### config.mk
export PLATFORM = sky130hd
export DESIGN_NAME = ahb_matrix_slave_port
export DESIGN_NICKNAME = d
export VERILOG_FILES = /design/src/rtl/ahb_matrix_slave_port.sv
export SDC_FILE = /design/constraint.sdc
export NUM_CORES = 1
export LEC_CHECK = 0
export CAP_MARGIN = 10
export CORE_AREA = 5 5 297 299
export DETAILED_ROUTE_END_ITERATION = 6
export DIE_AREA = 0 0 302 304
export HOLD_SLACK_MARGIN = 0.03
export PLACE_DENSITY_LB_ADDON = 0.05
export SYNTH_ARGS = -nofsm -noshare
export SYNTH_HDL_FRONTEND = slang
export SYNTH_SLANG_ARGS = --single-unit
### constraint.sdc
create_clock -name hclk -period 17 [get_ports hclk]
set_clock_uncertainty 0.05 [all_clocks]
set_input_delay 2.55 -clock hclk [delete_from_list [all_inputs] [get_ports hclk]]
set_output_delay 2.55 -clock hclk [all_outputs]
set_load 0.01 [all_outputs]
### src/rtl/ahb_matrix_slave_port.sv
// AHB multi-layer matrix output stage: arbitrates the masters requesting this
// slave port, muxes the granted address phase and the data-phase owner's write
// data onto the slave, and returns per-master ready plus broadcast read data.
module ahb_matrix_slave_port #(
    parameter int MNUM = 8
) (
    input  logic                 hclk,
    input  logic                 hreset,
    input  logic [MNUM*32-1:0]   im_haddr,
    input  logic [MNUM*2-1:0]    im_htrans,
    input  logic [MNUM-1:0]      im_hwrite,
    input  logic [MNUM*3-1:0]    im_hsize,
    input  logic [MNUM*3-1:0]    im_hburst,
    input  logic [MNUM*4-1:0]    im_hprot,
    input  logic [MNUM*32-1:0]   im_hwdata,
    output logic [31:0]          om_hrdata,
    output logic [MNUM-1:0]      om_hready,
    output logic [1:0]           om_hresp,
    output logic [31:0]          os_haddr,
    output logic [1:0]           os_htrans,
    output logic                 os_hwrite,
    output logic [2:0]           os_hsize,
    output logic [2:0]           os_hburst,
    output logic [3:0]           os_hprot,
    output logic [31:0]          os_hwdata,
    output logic                 os_hsel,
    input  logic [31:0]          is_hrdata,
    input  logic                 is_hready,
    input  logic [1:0]           is_hresp
);

    localparam int MW = (MNUM > 1) ? $clog2(MNUM) : 1;

    // Arbitration and data-phase tracking state (all control, all reset)
    logic [MW-1:0] r_owner;
    logic          r_wlock;
    logic [MW-1:0] r_wmaster;
    logic          r_dph_valid;
    logic [MW-1:0] r_dph_master;

    logic [MNUM-1:0] w_req;
    logic            w_gnt_vld;
    logic [MW-1:0]   w_gnt;

    // Request vector: NONSEQ or SEQ from each master (HTRANS[1])
    always_comb begin
        w_req = '0;
        for (int m = 0; m < MNUM; m++) begin
            w_req[m] = im_htrans[2*m+1];
        end
    end

    // Grant: frozen during wait states, bursts held by owner, else round-robin after owner
    always_comb begin
        w_gnt_vld = 1'b0;
        w_gnt     = '0;
        if (r_wlock) begin
            w_gnt_vld = 1'b1;
            w_gnt     = r_wmaster;
        end else if (im_htrans[2*int'(r_owner)]) begin
            // SEQ (11) and BUSY (01) both have bit 0 set: keep the burst intact
            w_gnt_vld = 1'b1;
            w_gnt     = r_owner;
        end else begin
            for (int k = 1; k <= MNUM; k++) begin
                if (!w_gnt_vld && w_req[(int'(r_owner) + k) % MNUM]) begin
                    w_gnt_vld = 1'b1;
                    w_gnt     = MW'((int'(r_owner) + k) % MNUM);
                end
            end
        end
    end

    // Address/control mux from the granted master; all zero when nobody is granted
    always_comb begin
        os_haddr  = '0;
        os_htrans = '0;
        os_hwrite = 1'b0;
        os_hsize  = '0;
        os_hburst = '0;
        os_hprot  = '0;
        os_hsel   = 1'b0;
        if (w_gnt_vld) begin
            os_haddr  = im_haddr[32*int'(w_gnt) +: 32];
            os_htrans = im_htrans[2*int'(w_gnt) +: 2];
            os_hwrite = im_hwrite[int'(w_gnt)];
            os_hsize  = im_hsize[3*int'(w_gnt) +: 3];
            os_hburst = im_hburst[3*int'(w_gnt) +: 3];
            os_hprot  = im_hprot[4*int'(w_gnt) +: 4];
            os_hsel   = (im_htrans[2*int'(w_gnt) +: 2] != 2'b00);
        end
    end

    // Write data always follows the registered data-phase owner
    assign os_hwdata = im_hwdata[32*int'(r_dph_master) +: 32];

    // Response path is a pure pass-through, so multi-cycle ERROR is preserved
    assign om_hrdata = is_hrdata;
    assign om_hresp  = is_hresp;

    // Per-master ready: data-phase stall AND address-phase acceptance
    always_comb begin
        om_hready = '0;
        for (int m = 0; m < MNUM; m++) begin
            om_hready[m] = ((r_dph_valid && (int'(r_dph_master) == m)) ? is_hready : 1'b1)
                         & ((im_htrans[2*m +: 2] != 2'b00)
                            ? (w_gnt_vld && (int'(w_gnt) == m) && is_hready) : 1'b1);
        end
    end

    // Owner, wait-state freeze and data-phase tracking
    always_ff @(posedge hclk) begin
        if (hreset) begin
            r_owner      <= MW'(MNUM - 1);
            r_wlock      <= 1'b0;
            r_wmaster    <= '0;
            r_dph_valid  <= 1'b0;
            r_dph_master <= '0;
        end else if (is_hready) begin
            r_wlock <= 1'b0;
            if (w_gnt_vld) begin
                r_owner      <= w_gnt;
                r_dph_valid  <= w_req[int'(w_gnt)];
                r_dph_master <= w_gnt;
            end else begin
                r_dph_valid  <= 1'b0;
            end
        end else if (w_gnt_vld) begin
            r_wlock   <= 1'b1;
            r_wmaster <= w_gnt;
        end
    end

endmodule

==> flow_summary.json, run 1 <==
{
  "fin_crit_sh_pct": 64.8,
  "fillCellCount": 9474,
  "cts_hold_buf": 0,
  "netlist_instances": 571,
  "ys_seq_area_share_pct": 3.28,
  "grt_start_max_net_pins": 99,
  "synth.area.top_cells": "mux4_2 (55%), mux2_2 (8.2%), a22o_1 (5.7%)",
  "syn-num-nets": 1226,
  "vias": 8467,
  "dp_hpwl_um": 58600,
  "timing.hold.ws_ns": 0.470,
  "yosysTopAreaCellShare_pct": 54.7,
  "tritoncts": "built",
  "initial_core_util_pct": 7.91,
  "worst-r2r-setup-slack_ns": 11.56,
  "synthToLayoutAreaGrowth_pct": 120,
  "avgSynthCellArea_um2": 11.8,
  "antenna_found_initial": 26,
  "route.detailed.drc": 0,
  "setup_ws_ns": 5.98,
  "grt_pass1_wl_um": 88800,
  "power_mw": 1.32,
  "place.gp.congestion": 0.896,
  "p_leak_nw": 4.81,
  "slew_headroom_pct": 27.6,
  "syn-cell-area_um2": 6720,
  "worst_pin_slew_ns": 1.09,
  "synth-edff-count": 0,
  "power.density_nw_per_um2": 89.1,
  "dieArea_um2": 91800,
  "post-place-cells": 2324,
  "grt_pass1_vias": 9352,
  "synth_area_leader_cell": "mux4_2",
  "htreeDepth": 1,
  "fin_crit_ns": 11.02,
  "required_ns": 14.40,
  "dr.first_iter.drc_count": 454,
  "async_reset_ff_share_pct": 0,
  "clockBufferDepth": 2,
  "cts.sinks": 11,
  "final_util_pct": 17.4,
  "overflow": 0,
  "drive_gt1_share_pct": 20.2,
  "wl_per_cell_um": 28.9,
  "final_cell_count_no_fill": 2329,
  "drv_cap": 0,
  "end_kind": "primary output",
  "core_um2": 84900,
  "io_pins": 773,
  "finalInstanceArea_um2": 14800,
  "synthDistinctLibCells": 60,
  "port_buffers": 704,
  "cp_max_fo": 64,
  "placed_cell_area_um2": 14700,
  "grt_usage_pct": 13.9,
  "arrival_ns": 8.42,
  "vdd_drop_max_uv": 60.7,
  "grt_setup_unrepaired": "no",
  "synth_warnings": 0,
  "hold_viol_final": 0,
  "synth_seq_cells": 11,
  "status": "finished, final reports clean",
  "hold_path_class": "flop to flop",
  "dieHeight_um": 304,
  "row_count": 107,
  "critPathLaunchType": "input port",
  "setup_tns_ns": 0,
  "critical_path_class": "input port to primary output",
  "fin_nets": 1840,
  "numCtsBuffers": 3,
  "cts-root-buf": "clkbuf_16",
  "setup_viol": 0,
  "drtPass1Iterations": 4,
  "avgViaCountPerCell": 3.64,
  "ant_nets": 0,
  "ctsResizeCount": 0,
  "clk_pin_slew_ns": 0.04,
  "finalMaxSlewViolations": 0,
  "clock_latency_ns": 0.24,
  "pre_cts_ws_ns": 6.02,
  "die_w_um": 302,
  "fmax_mhz": 90.7,
  "cts_setup_buffers": 0,
  "ys_top_cells_by_count": "mux4_2 (163), mux2_2 (49), a22o_1 (44)",
  "ys.flop_type": "dfxtp_1",
  "yosysMostFrequentCell": "mux4_2",
  "wirelength_um": 67300
}
[worst paths after layout]
kind | from | endpoint | cells after the start
worst max register to register | r_owner[1] | r_dph_valid | 13
worst max-delay path | im_htrans[15] | os_haddr[2] | 13
worst min register to register | r_owner[2] | r_owner[2] | 2
worst min-delay path | r_owner[2] | r_owner[2] | 2
[placed cells by master (no fill, tap or decap), drive strengths merged, types with 3 or more instances in the layout]
cell type,n
nand3,8
o32a,4
nor2,27
mux4,163
inv,9
nor3,11
dfxtp,11
nand2b,8
a211oi,3
a21oi,16
a22oi,3
clkbuf,4
clkdlybuf4s50,704
buf,12
o21ai,12
xnor2,3
nor2b,7
a41oi,4
a22o,44
mux2,53
mux2i,14
nand2,14
a21o,3
a31oi,9
o221ai,3
[metal layers]
metal  wire length (um)  global-route usage, %  vias to the layer above
li1                   -                      -                     3655
met1              23200                   14.8                     4314
met2              37300                   27.3                      400
met3               6140                   4.99                       60
met4                369                   1.00                       38
met5                262                      0                        -
[critical path, cell delays in order]
cell	delay [ns]
clkdlybuf4s50_1	0.67
mux2_1	0.43
mux4_2	0.51
o32ai_2	0.31
and4_1	0.44
o211ai_1	0.18
o21a_1	0.22
a211o_1	0.40
nand2_4	0.41
buf_4	0.87
mux4_2	0.37
a22o_1	0.33
clkdlybuf4s50_1	0.64
[state kept, by name, summed over array words and instances (netlist names)]
register      flops
r_dph_valid       1
r_dph_master      3
r_owner           3
r_wlock           1
r_wmaster         3
[power breakdown]
group          switching [mW]  internal (mW)  total, mW
clock                  0.0125         0.0316     0.0441
combinational           0.574          0.657       1.23
sequential             0.0128         0.0307     0.0435
[area by class of cell]
type | instances | area, um2 | share of cell area, %
clock buffer | 4 | 78.8 | 0.532
sequential | 11 | 229 | 1.55
inverter | 9 | 33.8 | 0.228
timing repair buffer | 716 | 7150 | 48.3
antenna | 1 | 2.50 | 0.0169
multi-input combinational | 444 | 5880 | 39.7
tap | 1144 | 1430 | 9.67
[kinds of logic (layout without fill, tap and decap cells)]
logic type	Yosys count	in the layout	share of synthesized area, %
compound gates	127	127	14.9
xor+xnor	4	4	0.522
fa+ha+maj	2	2	0.373
buf+inv	116	729	9.32
flops	11	11	3.28
mux	230	230	65.7
other cells	0	1	0
simple gates	81	81	5.96
Power figures use the tool's default switching activity.
==> inputs of run 2 (changes only) <==
==> constraint.sdc (replaced) <==
create_clock -name hclk -period 9.8 [get_ports hclk]
set_clock_uncertainty 0.05 [all_clocks]
set_input_delay 1.47 -clock hclk [delete_from_list [all_inputs] [get_ports hclk]]
set_output_delay 1.47 -clock hclk [all_outputs]
set_load 0.01 [all_outputs]
==> run 2 against run 1 <==
Net effect: power is 74% higher; setup slack worse by 4.8 ns; core utilization is 0.091 points higher; clock power up 74%; sequential power up 79%; wire length decreased by 0.77%; worst hold slack got worse by 0.018 ns; global-route usage decreased by 0.11 points; combinational power rose by 74%; via count down 1.7%; critical path type unchanged.
==> flow_summary.json, run 2 (synthesis gave the netlist of run 1 again) <==
{
  "fin_crit_sh_pct": 87.8,
  "place.gp.congestion": 0.796,
  "critical_path_class": "input port to primary output",
  "clockBufferDepth": 2,
  "timing.rr.end": "r_dph_valid",
  "mostFrequentLayoutCells": "clkdlybuf4s50_1 (704), mux4_2 (163), mux2_2 (49), a22o_1 (44), nor2_1 (24)",
  "p_leak_nw": 4.83,
  "die_w_um": 302,
  "grt_pass1_vias": 9420,
  "drive_gt1_share_pct": 20.3,
  "hold_path_class": "flop to flop",
  "ctsResizeCount": 0,
  "wl_per_cell_um": 28.5,
  "dieArea_um2": 91800,
  "end_kind": "primary output",
  "dp_hpwl_um": 58000,
  "numCtsBuffers": 3,
  "reg2reg_depth": 13,
  "tritoncts": "built",
  "clk_pin_slew_ns": 0.05,
  "seq_area_um2": 229,
  "grt_start_max_net_pins": 57,
  "post-place-cells": 2326,
  "grt_setup_unrepaired": "no",
  "slew_headroom_pct": 22.6,
  "r2r_start": "r_owner[1]",
  "arrival_ns": 7.08,
  "drtPass1Iterations": 4,
  "required_ns": 8.28,
  "cp_max_fo": 49,
  "layout_top_registers": "r_dph_master (3), r_owner (3), r_wmaster (3)",
  "core_um2": 84900,
  "hold_depth": 2,
  "cts-root-buf": "clkbuf_16",
  "avgViaCountPerCell": 3.55,
  "setup_viol": 0,
  "vias": 8320,
  "final_common_cell": "clkdlybuf4s50_1",
  "grt_pass1_wl_um": 87500,
  "multi_input_area_um2": 5880,
  "fillCellCount": 9406,
  "dr.first_iter.drc_count": 390,
  "row_count": 107,
  "min_to": "r_wmaster[0]",
  "final_cell_count_no_fill": 2346,
  "finalMaxSlewViolations": 0,
  "cts.sinks": 11,
  "power.density_nw_per_um2": 154,
  "grt_usage_pct": 13.8,
  "cts_hold_buf": 0,
  "overflow": 0,
  "final_util_pct": 17.5,
  "worst_pin_slew_ns": 1.16,
  "antenna_found_initial": 31,
  "initial_core_util_pct": 7.91,
  "route.detailed.drc": 0,
  "fin_crit_ns": 8.60,
  "fin_nets": 1842,
  "vdd_drop_max_uv": 108,
  "worst-r2r-setup-slack_ns": 4.51,
  "clock_latency_ns": 0.24,
  "wirelength_um": 66700,
  "setup_tns_ns": 0,
  "htreeDepth": 1,
  "ant_nets": 0,
  "synthToLayoutAreaGrowth_pct": 122,
  "hold_viol_final": 0,
  "io_pins": 773,
  "status": "finished, final reports clean",
  "fmax_mhz": 116,
  "holdCritStartpoint": "r_wmaster[0]",
  "power_mw": 2.29,
  "cts_setup_buffers": 0,
  "critPathLaunchType": "input port",
  "dieHeight_um": 304,
  "drv_cap": 0,
  "port_buffers": 704
}
==> run 2: cell count changes in the layout (fill, tap and decap cells not counted), sizes merged <==
cell and change:
diode +15, buf +2
==> run 2: cell type report <==
cell class                      count  area share, %
Antenna cell                       16          0.269
Timing Repair Buffer              718           48.3
Sequential cell                    11           1.54
Multi-Input combinational cell    444           39.5
Clock buffer                        4          0.530
Tap cell                         1144           9.62
Inverter                            9          0.227
==> run 2: worst max path at each step <==
stage / from / endpoint / slack (ns)
6_report: im_htrans[11] / om_hready[7] / 1.20
5_1_grt: im_htrans[11] / om_hready[6] / 0.92
4_1_cts: im_htrans[11] / om_hready[6] / 1.12
3_5_place_dp: im_htrans[11] / om_hready[7] / 1.12
3_3_place_gp: im_htrans[11] / om_hready[7] / 1.12
2_1_floorplan: im_htrans[1] / os_haddr[0] / 3.66
==> run 2: per-stage QoR <==
step	worst slack (ns)	instance area [um2]	hold slack, ns
after global routing	0.916	14900	0.484
after detailed placement	1.12	14800	0.443
after floorplan	3.66	6720	0.411
after global placement	1.12	14800	0.438
final	1.20	14900	0.453
after CTS	1.12	14800	0.456
==> run 2: routing by layer <==
layer / up-vias / track usage [%] / share of wire [%]
met4: 32 / 3.77 / 2.1
met3: 75 / 5.16 / 8.8
met2: 381 / 26.2 / 54
li1: 3687 / - / -
met5: - / 0.847 / 0.43
met1: 4145 / 14.0 / 34
==> run 2: worst max-delay path: stages <==
cell and delay (ns):
clkdlybuf4s50_1 0.77, mux2_1 0.50, mux4_2 0.51, o32ai_2 0.32
and4_1 0.43, a31oi_2 0.35, a2bb2oi_1 0.23, o211ai_1 0.20
buf_4 0.68, nand2_1 0.24, o32a_1 0.37, a41oi_1 0.17
clkdlybuf4s50_1 0.81
==> run 2: where the power goes <==
group / internal (mW) / switching [mW] / total, mW
combinational: 1.15 / 0.992 / 2.14
sequential: 0.0531 / 0.0247 / 0.0778
clock: 0.0548 / 0.0219 / 0.0768
==> inputs of run 3 (changes only) <==
--- a/config.mk
+++ b/config.mk
@@ -11,6 +11,7 @@
 export DIE_AREA = 0 0 302 304
 export HOLD_SLACK_MARGIN = 0.03
 export PLACE_DENSITY_LB_ADDON = 0.05
+export SKIP_CTS_REPAIR_TIMING = 1
 export SYNTH_ARGS = -nofsm -noshare
 export SYNTH_HDL_FRONTEND = slang
 export SYNTH_SLANG_ARGS = --single-unit
==> results of run 3 <==
Same layout as run 2: the final DEF is identical, and so are final timing and power.
